===== src/rtl/async_fifo.sv =====
// Single-clock byte FIFO with registered read data (1-cycle read latency) and full/empty status.
// Writes are ignored while full and reads are ignored while empty; out holds its last read value.
module async_fifo #(
    parameter int DATA_WIDTH = 8,
    parameter int ADDR_WIDTH = 4,
    parameter int DEPTH      = 2**ADDR_WIDTH
) (
    input  logic                  clk,
    input  logic                  reset,
    input  logic                  write_en,
    input  logic                  read_en,
    input  logic [DATA_WIDTH-1:0] data_in,
    output logic                  mem_full,
    output logic                  mem_empty,
    output logic [DATA_WIDTH-1:0] out
);

    localparam logic [ADDR_WIDTH:0] PTR_ONE = (ADDR_WIDTH+1)'(1);

    logic [DATA_WIDTH-1:0] mem [DEPTH];
    logic [ADDR_WIDTH:0]   wptr;
    logic [ADDR_WIDTH:0]   rptr;
    logic                  wr_accept;
    logic                  rd_accept;

    // Extra MSB on each pointer distinguishes full (wrap bits differ) from empty.
    assign mem_empty = (wptr == rptr);
    assign mem_full  = (wptr[ADDR_WIDTH] != rptr[ADDR_WIDTH]) &&
                       (wptr[ADDR_WIDTH-1:0] == rptr[ADDR_WIDTH-1:0]);

    assign wr_accept = write_en && !mem_full;
    assign rd_accept = read_en && !mem_empty;

    // Storage is deliberately left out of reset.
    always_ff @(posedge clk) begin
        if (wr_accept) begin
            mem[wptr[ADDR_WIDTH-1:0]] <= data_in;
        end
    end

    always_ff @(posedge clk or posedge reset) begin
        if (reset) begin
            wptr <= '0;
            rptr <= '0;
            out  <= '0;
        end else begin
            if (wr_accept) begin
                wptr <= wptr + PTR_ONE;
            end
            if (rd_accept) begin
                out  <= mem[rptr[ADDR_WIDTH-1:0]];
                rptr <= rptr + PTR_ONE;
            end
        end
    end

endmodule


===== config.mk =====
export PLATFORM = sky130hd
export DESIGN_NAME = async_fifo
export DESIGN_NICKNAME = d
export VERILOG_FILES = /design/src/rtl/async_fifo.sv
export SDC_FILE = /design/constraint.sdc
export NUM_CORES = 1
export LEC_CHECK = 0
export CORE_AREA = 2 2 185 115
export DETAILED_ROUTE_END_ITERATION = 12
export DIE_AREA = 0 0 187 117
export PLACE_DENSITY = 0.51
export SKIP_CTS_REPAIR_TIMING = 1
export SLEW_MARGIN = 20
export SYNTH_ARGS = -nofsm -noshare
export SYNTH_HDL_FRONTEND = slang
export SYNTH_SLANG_ARGS = --single-unit

===== constraint.sdc =====
create_clock -name clk -period 2.35 [get_ports clk]
set_input_delay 0.47 -clock clk [delete_from_list [all_inputs] [get_ports clk]]
set_output_delay 0.47 -clock clk [all_outputs]
set_load 0.02 [all_outputs]

Yosys cells after proc, flatten, opt, wreduce, memory -nomap -nowiden:

Memory sizes are Yosys's and may differ from the RTL's. A register that Yosys moved wholly into a read port is not among the register bits.
Index checks and enable logic that the tools add are counted.

* $add $sub $neg: 2
* equality and inequality tests: 3
* multiplexer cells: 2
* reduce and logical (&&, ||, !) cells: 5

Operators with widths (number)
* adder 5 x 1 -> 5 bit, second input constant: 2
* equality test 5 bit: 1
* equality test 4 bit: 1
* logical AND 1 bit: 3
* logical NOT 1 bit: 2
* two-way mux 1 bit: 2
* inequality test 1 bit: 1

* input port bits: 12
* word-level logic and storage cells: 15
* RAM bits: 128
* memories: 1
* flip-flop bits (word level): 10

Memories
* mem: depth 16, width 8, rd ports 1, clocked after memory_dff 1, write ports 1, RTL line 20 `logic [DATA_WIDTH-1:0] mem [DEPTH];`

Depth between registers and ports, before layout:

* word-level depth: 6
* depth in mapped cells: 7
* gate-level depth less buffers: 4

Worst setup path after synthesis:

Ideal clock, no wire load.

* kind: register to register
* start: register rptr[0]
* end: memory mem[3][0] (enable)
* data arrival time: 1.693 ns
* required time: 1.967 ns
* setup time: 0.383 ns
* clock period less this slack: 2.076 ns
* stages on the path, launching flop included: 6
* slack: 0.274 ns
* cells stage by stage: dfrtp_1 -> buf_2 -> xnor2_1 -> nand4_2 -> o211ai_1 -> nor3_1

* longest elaborated chain between the ends: 6

RTL lines
* from (decl): RTL line 22 `logic [ADDR_WIDTH:0] rptr;`
* from (signal assigned): RTL line 52 `rptr <= rptr + PTR_ONE;`
* equality test 4 bit: RTL line 29 `(wptr[ADDR_WIDTH-1:0] == rptr[ADDR_WIDTH-1:0]);`
* logical AND 1 bit: RTL line 28 `assign mem_full = (wptr[ADDR_WIDTH] != rptr[ADDR_WIDTH]) &&`
* logical NOT 1 bit: RTL line 31 `assign wr_accept = write_en && !mem_full;`
* logical AND 1 bit: RTL line 31
* two-way mux 1 bit: RTL line 36 `if (wr_accept) begin`
* two-way mux 1 bit (not written as such): RTL line 37 `mem[wptr[ADDR_WIDTH-1:0]] <= data_in;`
* to (decl): RTL line 20

Every way passes these cells.

Worst setup path after layout:

* start: register rptr[1]
* end: register out[2] (read register of mem)

* longest elaborated chain between the ends: 3

RTL lines
* equality test 5 bit: RTL line 27 `assign mem_empty = (wptr == rptr);`
* logical NOT 1 bit: RTL line 32 `assign rd_accept = read_en && !mem_empty;`
* logical AND 1 bit: RTL line 32
* to (decl): RTL line 15 `output logic [DATA_WIDTH-1:0] out`

Parallel ways exist; a longest one is shown, timed or not.
A chain may end at the register's enable or synchronous reset.

==> metrics <==
Worst EP required 2.63 ns; Leakage 2.662 nW; Initial Util 29.26%; Worst R2R End out[2]; reg2reg setup slack 0.09 ns; CTS H-tree lvls 4; worst-path cell chain buf_12 -> buf_12 -> mux4_2 -> mux2_2 -> a22o_1 -> mux2_2; worst slack at placement 0.1415 ns; max-cap viol count 0; Starting DRT DRC Count 316; CP max FO 12; Power Total 9.702 mW; slowest stage delay, CP 0.55 ns; Mapped Nets 319; Syn-to-layout area delta 25.56%; Critical path origin rptr[1]; commonest non-fill, non-tap cells in the layout edfxtp_1 (128), buf_4 (22), clkdlybuf4s50_1 (19), mux2_2 (18); achievable frequency 442.5 MHz; Routed WL 13.89 mm; flop and latch count out of synthesis 146; I/O pins 22; number of port buffers 21; DIE WIDTH 187 um; Core Box Area 20370 um2; DP Area 6798 um2; CTS Root Cell clkbuf_16; critical path endpoint category register; CP Capture Point out[2]; share of power burned in registers 35.5%; worst-case clock skew 0.01456 ns; Mapped Cells 302; TritonCTS Buffers 17; status finished clean; DRT antenna net count 0; initial antenna violation count 0; Yosys top cell area share 64.51%; Clock Power Share 31.6%; nets 375; CTS tree yes; pin count of the biggest net entering global routing 44; Comb power frac 32.8%; CP Data Arrival Time 2.54 ns; Final HPWL DP 9.171 mm; sw power 2.860 mW; fin crit period 2.260 ns; FP Rows 41; worst flop-to-flop path startpoint rptr[1]; largest cells by area after synthesis edfxtp_1 (65%), dfrtp_1 (7.6%), mux4_1 (5.7%), mux4_2 (4.2%), mux2_2 (3.4%); worst skew pair latency 0.41 ns; number of global-route vias before repair 3095; kind of critical path reg -> reg; final-layout fill cell count 1901; die area 21880 um2; Final Max Tran Viols 0; GPL Wtd Cong 0.7467; Max-Slew Margin vs Limit 50.60%; worst r2r path cells 6; DRC Markers 0; Seq/Total Area, Yosys 72.07%; first-pass GRT wire length 20.92 mm; Routed WL per cell 21.33 um; commonest non-fill, non-tap cell in the layout edfxtp_1; # clock sinks 146; Reg clk slew, reported paths 0.06 ns; Distinct cells, synth 29; synthesized area per cell 19.73 um2; PD cells 1297 nW/um2; P_int 6.842 mW; Via density 4.594; Startpoint Class register; Peak VDD IR 0.5679 mV; drt pass-1 iters 5; Yosys warning count 0; leading area contributor after synthesis edfxtp_1; final worst path period share 96.17%; setup repair after global routing missed its margin false; Crit-path slowest cell mux4_2; setup ws final 0.08999 ns; Final Instance Area 7481 um2; GRT Overall Usage 13.69%; endpoints failing hold 0; share of cells above drive strength 1 25.61%; sw frac 29.48%; setup violators final 0; Final Core Density 36.73%; Cell Area, Synth 5958 um2; setup_tns 0 ns; largest buffer count on any clock path 2; routed via count 2991; Worst-Margin Slew 0.7410 ns; Die H 117 um; GRT overflow 0; Hold Path Class in -> async
-- sequential cells by signal, summed over array words and instances (netlist names) --
| signal | cells |
|---|---|
| mem | 128 |
| out | 8 |
| rptr | 5 |
| wptr | 5 |
-- cell type report --
type	instances	area (um2)	share of cell area [%]
flip-flops and latches	146	4295	57.42
multi-input cells	136	1563	20.89
repair buffers	53	580.6	7.761
clock buffers	19	442.9	5.921
well taps	279	349.1	4.666
clock inverters	13	232.7	3.111
inverters	4	15.01	0.2007
diodes	1	2.502	0.03345
-- worst min-delay path by stage --
stage / startpoint / end / slack [ns] / cells past startpoint
after floorplan: reset / out[0] / 0.41 / 1
after CTS: reset / wptr[4] / 0.40 / 3
final: reset / wptr[4] / 0.40 / 3
after detailed placement: out[6] / out[6] / 0.50 / 1
after global routing: reset / out[6] / 0.46 / 3
after global placement: out[6] / out[6] / 0.49 / 1
-- synth_stat cells --
cell type  number
buf_1           2
inv_1           4
o211ai_1        4
ha_1            5
mux2_2         18
o21a_1          1
nor3_1          1
a22o_1          8
mux4_2         11
o2111ai_1       2
nand4_2         1
a221oi_1        8
and3_1         14
mux4_1         13
xor2_1          1
nand2b_1        8
and2_1          2
o21ai_4         1
nor2b_1         5
clkbuf_2        1
buf_4           1
dfrtp_1        18
xnor2_1        13
buf_2           5
buf_6           2
clkbuf_1        5
edfxtp_1      128
nor2_1          4
mux2i_1        16
-- routing by layer --
layer	track usage [%]	share of wire, %	up-vias
met5	0	0	-
met4	3.810	0.26	0
met3	4.383	7.0	2
met2	18.93	42	68
met1	20.47	51	1575
li1	-	-	1346
-- power by group through the flow --
stage | Clock [mW] | Sequential [mW] | Combinational [mW]
global placement | 0 | 3.49 | 3.19
CTS | 3.13 | 3.44 | 3.23
global route | 3.25 | 3.49 | 3.45
floorplan | 0 | 3.48 | 1.95
finish | 3.07 | 3.45 | 3.19
detailed placement | 0 | 3.49 | 3.21
-- through the flow --
stage	hold WS, ns	instances
3_5_place_dp	0.5037	618
2_1_floorplan	0.4086	302
5_1_grt	0.4590	650
6_report	0.3969	651
3_3_place_gp	0.4942	618
4_1_cts	0.4009	650
-- cell families (layout without fill, tap and decap cells) --
logic type / after synthesis / after routing / synth area share [%]
DFF: 146 / 146 / 72.07
adders and majority gates: 5 / 5 / 1.050
xor gates and xnor gates: 14 / 14 / 2.058
and+or+nand+nor: 35 / 35 / 3.591
other: 0 / 1 / 0
muxes: 58 / 58 / 15.98
buffers and inverters: 20 / 89 / 1.701
AOI/OAI and AO/OA: 24 / 24 / 3.549
-- critical path: cells and delay by family, from the launching register on --
family,cells,cell delay [ns]
buffers and inverters,2,0.33
AO/OA/AOI/OAI,1,0.24
flip-flops,1,0.46
multiplexers,3,1.10
(Power assumes the default switching activity.)
